File: src/rtl/obstacle_ctrl_multi.sv
// Multi-slot obstacle controller: scrolls N_OBS obstacles left, spawns new ones
// after an LFSR-randomised gap, and keeps the score and the score-driven speed.
module obstacle_ctrl_multi #(
    parameter int          N_OBS      = 4,
    parameter int          X_W        = 10,
    parameter int          SCREEN_W   = 640,
    parameter int          TYPE_W     = 3,
    parameter int          SCORE_W    = 16,
    parameter int          SCORE_DIV  = 8,
    parameter int          SPEED_INIT = 2,
    parameter int          SPEED_MAX  = 8,
    parameter int          SPEED_STEP = 100,
    parameter logic [15:0] LFSR_SEED  = 16'hACE1
) (
    input  logic                               clk,
    input  logic                               rst,
    input  logic                               game_tick,
    input  logic                               over,
    input  logic [8:0]                         min_gap,
    output logic [N_OBS*(1+TYPE_W+X_W)-1:0]    obstacles,
    output logic [SCORE_W-1:0]                 score,
    output logic [3:0]                         speed
);

    localparam int W      = 1 + TYPE_W + X_W;
    localparam int TICK_W = $clog2(SCORE_DIV + 1);
    localparam int STEP_W = $clog2(SPEED_STEP + 1);
    localparam int GAP_W  = 10;

    logic [N_OBS-1:0]  valid;
    logic [TYPE_W-1:0] kind [N_OBS];
    logic [X_W-1:0]    xpos [N_OBS];
    logic [TICK_W-1:0] tick_cnt;
    logic [STEP_W-1:0] step_cnt;
    logic [GAP_W-1:0]  gap_cnt;
    logic [15:0]       lfsr;
    logic [15:0]       lfsr_next;
    logic [N_OBS-1:0]  spawn_sel;
    logic [X_W-1:0]    speed_x;
    logic              step;
    logic              spawn_go;
    logic              score_inc;

    // Galois form of x^16+x^14+x^13+x^11, shifting right.
    assign lfsr_next = {1'b0, lfsr[15:1]} ^ (lfsr[0] ? 16'hB400 : 16'h0000);

    assign step      = game_tick & ~over;
    // One-hot of the lowest clear bit of valid, i.e. the lowest free slot.
    assign spawn_sel = ~valid & (valid + N_OBS'(1));
    assign spawn_go  = step && (gap_cnt == '0) && (|(~valid));
    assign score_inc = step && (tick_cnt == TICK_W'(SCORE_DIV - 1)) && (score != '1);
    assign speed_x   = X_W'(speed);

    always_ff @(posedge clk) begin
        if (rst) begin
            valid    <= '0;
            for (int i = 0; i < N_OBS; i++) begin
                kind[i] <= '0;
                xpos[i] <= '0;
            end
            score    <= '0;
            speed    <= 4'(SPEED_INIT);
            tick_cnt <= '0;
            step_cnt <= '0;
            gap_cnt  <= {1'b0, min_gap};
            lfsr     <= LFSR_SEED;
        end else begin
            lfsr <= lfsr_next;
            if (step) begin
                // Spawn only targets a slot that was free before this tick, so it
                // never collides with a slot retiring in the same step.
                for (int i = 0; i < N_OBS; i++) begin
                    if (spawn_go && spawn_sel[i]) begin
                        valid[i] <= 1'b1;
                        kind[i]  <= lfsr[TYPE_W-1:0];
                        xpos[i]  <= X_W'(SCREEN_W - 1);
                    end else if (valid[i]) begin
                        if (xpos[i] >= speed_x)
                            xpos[i] <= xpos[i] - speed_x;
                        else
                            valid[i] <= 1'b0;
                    end
                end

                if (gap_cnt != '0)
                    gap_cnt <= gap_cnt - GAP_W'(1);
                else if (spawn_go)
                    gap_cnt <= {1'b0, min_gap} + {5'b00000, lfsr[12:8]};

                if (tick_cnt == TICK_W'(SCORE_DIV - 1))
                    tick_cnt <= '0;
                else
                    tick_cnt <= tick_cnt + TICK_W'(1);

                // step_cnt tracks score modulo SPEED_STEP without a divider.
                if (score_inc) begin
                    score <= score + SCORE_W'(1);
                    if (step_cnt == STEP_W'(SPEED_STEP - 1)) begin
                        step_cnt <= '0;
                        if (speed < 4'(SPEED_MAX))
                            speed <= speed + 4'd1;
                    end else begin
                        step_cnt <= step_cnt + STEP_W'(1);
                    end
                end
            end
        end
    end

    always_comb begin
        obstacles = '0;
        for (int i = 0; i < N_OBS; i++)
            obstacles[i*W +: W] = {valid[i], kind[i], xpos[i]};
    end

endmodule

File: config.mk
export PLATFORM = sky130hd
export DESIGN_NAME = obstacle_ctrl_multi
export DESIGN_NICKNAME = d
export VERILOG_FILES = /design/src/rtl/obstacle_ctrl_multi.sv
export SDC_FILE = /design/constraint.sdc
export NUM_CORES = 1
export LEC_CHECK = 0
export CAP_MARGIN = 5
export CORE_MARGIN = 5
export CORE_UTILIZATION = 55
export CTS_CLUSTER_DIAMETER = 60
export DETAILED_ROUTE_END_ITERATION = 10
export PLACE_DENSITY = 0.81
export SYNTH_ARGS = -nofsm -noshare
export SYNTH_HDL_FRONTEND = slang
export SYNTH_SLANG_ARGS = --single-unit
File: constraint.sdc
create_clock -name clk -period 3.7 [get_ports clk]
set_clock_uncertainty 0.15 [all_clocks]
set_input_delay 0.37 -clock clk [delete_from_list [all_inputs] [get_ports clk]]
set_output_delay 0.37 -clock clk [all_outputs]
set_load 0.05 [all_outputs]
==> impl_results.md <==
* Hold depth at 2
* Pint at 2.58 mW
* Worst slew pin tran at 0.876 ns
* PwrDens at 435 mW/mm²
* Vias in the first global route at 5,061
* Pin count of the biggest net entering global routing at 25
* Die extent in y at 116 µm
* EDFF count, synth at 61
* Gr usage total at 23.6%
* Inserted Diodes at 0
* DIE WIDTH at ~120 µm
* Ys async rst share at 0%
* Seq cells post-synth at 113
* XOR/XNOR Fraction of Synth Area at 8.11%
* Most frequent cell after synthesis: nor2_1
* Register area at 0.00287 mm²
* CP Data Arrival Time at 3.12 ns
* Area Growth Syn to Fin at 26.5%
* Dominant synthesized flop cell: edfxtp_1
* Std cell rows at 38
* WP data required at roughly 3.7 ns
* GR Overflow Total at 0
* P_sw at 809 µW
* Crit path kind: reg -> reg
* Vias per Instance at 5.98
* Initial core utilization at 56.5%
* Area of the multi-input gates at 0.00311 mm²
* Startpoint types: flop
* Synthesized instance count at 621
* Reg2reg path depth at 8
* Combinational group share of total power at about 10%
* Yosys top cell by area: edfxtp_1
* Largest family of logic cells by synthesized area: simple AND/OR/NAND/NOR gates
* Fraction of synthesized area in multiplexers at less than 1%
* Post-CTS sizing at 0
* Die area at 0.0134 mm²
* Layout cell share with drive strength beyond 1 at under 10%
* Setup violators final at 0
* Sw Share at between 20% and 30%
* Setup Fix Bufs, Post-CTS at 0
* Syn Nets at 665
* Final GP Congestion at 0.845
* I/O Buffers at 88
* CTS Hold Bufs at 0
* Clk_lat worst skew at 0.54 ns
* Top-area cell type share of the netlist area at 29.8%
* Rel. slew slack at 41.2%
* Crit Path Max Fanout at 10
* Yosys warns at 0
* WL/cell at roughly 17 µm
* Synth top area cells: edfxtp_1, dfxtp_1, xnor2_1
* Core area at between 0.01 and 0.015 mm²
* Pre-antenna DRT Iters at 5
* Max Fclk at about 320 MHz
* Hold Path Class: in -> reg
* Leak at 2.83 nW
* Worst-path clk slew at 0.05 ns
* IO Pins at between 80 and 90
* Period utilisation layout at a little over four fifths
* CP endpoint kind: flop
* Post-Route WL at roughly 15,000 µm
* Post-synthesis compound-gate area fraction at 12.9%
* CTS Buf Count at 17
* Slew Viols, Final at 0
* Final nets at 762
* Filler cell count at 801
* Hold Fails Final Rpt at 0
* Simple-Gate Fraction of Synth Area at 22.3%
* CTS tree: yes
* Share of power burned in registers at a little over two fifths
* Detail Placement HPWL at 10,800 µm
* Clock power share at 48.2%
* Max-Cap Viols at 0
* Total vias in the final route at 5,209
* TNS Setup at 0 ns
* Crit path time final at 3.11 ns
* VDD IR max at 0.273 mV
* Initial antenna violation count at 0
* Clock Sinks at 113
* Starting DRT DRC Count at 408
* Sequential area share after synthesis at ~47%
* Post-Synth Adder-Cell Area at 6.91%
* Commonest cells post-synth: nor2_1, edfxtp_1, dfxtp_1
* CTS Buffer Depth at 2
* Post-route DRC at 0
* Synth cell types at 65
* First-pass GRT wire length at 25,000 µm
* CTS H-Tree Depth at 4
* Final Power at 3.39 mW
* Mapped Area at ~0.0062 mm²
* CTS root buf: clkbuf_8
* Average size of a mapped cell at 9.91 µm²
* Status: finished clean
* RSZ-0062 raised after global routing: false
* Final antenna-violating net count at 0
## path summary, 6_finish.rpt
| path | start | endpoint | slack (ns) |
|---|---|---|---|
| min | rst | lfsr[8] | 0.06 |
| min reg2reg | lfsr[7] | lfsr[6] | 0.26 |
| max reg2reg | speed[0] | xpos[3][6] | 0.59 |
| max | speed[0] | xpos[3][6] | 0.59 |
## cell usage in the layout, fill, tap and decap left out, types with 3 or more instances in the layout
cell | netlist | layout
inv_1 | 24 | 24
clkdlybuf4s50_1 | 0 | 87
nor2b_1 | 14 | 14
o31a_1 | 5 | 5
nor4b_1 | 5 | 5
edfxtp_1 | 61 | 61
fa_1 | 5 | 5
and4_1 | 3 | 3
nor3_1 | 22 | 22
nand2_1 | 39 | 39
and2_1 | 10 | 10
or3_1 | 5 | 5
o21bai_1 | 3 | 3
o21ai_0 | 28 | 28
xnor2_1 | 48 | 48
buf_4 | 0 | 7
clkbuf_8 | 0 | 3
nor2_1 | 63 | 63
and3_1 | 4 | 4
nand4_1 | 11 | 11
nand3_1 | 19 | 19
clkbuf_16 | 0 | 18
a211oi_1 | 4 | 4
o21a_1 | 9 | 9
ha_1 | 26 | 26
a21o_1 | 9 | 9
xor2_1 | 9 | 9
or4_1 | 7 | 7
clkinv_2 | 0 | 4
nand2b_1 | 6 | 6
a21oi_1 | 37 | 37
clkbuf_1 | 10 | 3
nor4_1 | 16 | 16
a31oi_1 | 7 | 7
or2_2 | 12 | 12
dfxtp_1 | 52 | 52
## registers in the layout, summed over array words and instances (netlist names)
register / flops
gap_cnt: 10
speed: 4
lfsr: 16
step_cnt: 7
xpos: 40
tick_cnt: 4
score: 16
valid: 4
kind: 12
## stage by stage
step	std cells	hold slack [ns]	worst slack, ns	utilization [%]	area, µm²
2_1_floorplan	621	0.239	0.606	-	6150
3_3_place_gp	839	0.243	0.744	66.0	7180
3_5_place_dp	839	0.246	0.639	66.0	7180
4_1_cts	871	0.0542	0.611	71.5	7780
5_1_grt	871	0.0899	0.461	71.5	7780
6_report	871	0.0583	0.594	71.5	7780
## worst max-delay path, stage by stage, from the launching register on
cell and delay [ns]:
dfxtp_1 0.54, ha_1 0.24, inv_1 0.06, fa_1 0.41, a21o_1 0.19, a211o_1 0.33
nand2b_1 0.17, nand3_1 0.25, nand3_1 0.41
## power groups by stage
stage	Sequential (mW)	Combinational, mW	Clock, mW
4_1_cts	1.41	0.343	1.64
6_report	1.41	0.344	1.63
5_1_grt	1.42	0.372	1.70
2_1_floorplan	1.50	0.171	0
3_5_place_dp	1.44	0.339	0
3_3_place_gp	1.43	0.332	0
## cells by family (layout without fill, tap and decap cells)
family	count (synthesis)	count (layout)
xor+xnor	57	57
mux	2	2
fa+ha+maj	31	31
flops	113	113
compound gates	125	125
simple gates	251	251
buf+inv	42	152
## area by class of cell
class                           instances  area share [%]
Timing Repair Buffer                   95            11.9
Clock buffer                           24            6.46
Multi-Input combinational cell        466            40.0
Clock inverter                          8            1.25
Tap cell                              140            2.25
Sequential cell                       113            36.9
Inverter                               25            1.21
## per-layer routing
metal | wire length (µm) | track usage [%]
met5 | 0 | 0
met4 | 382 | 9.51
met3 | 1130 | 5.01
met2 | 7220 | 37.9
met1 | 6350 | 31.2
Power figures use the tool's default switching activity.
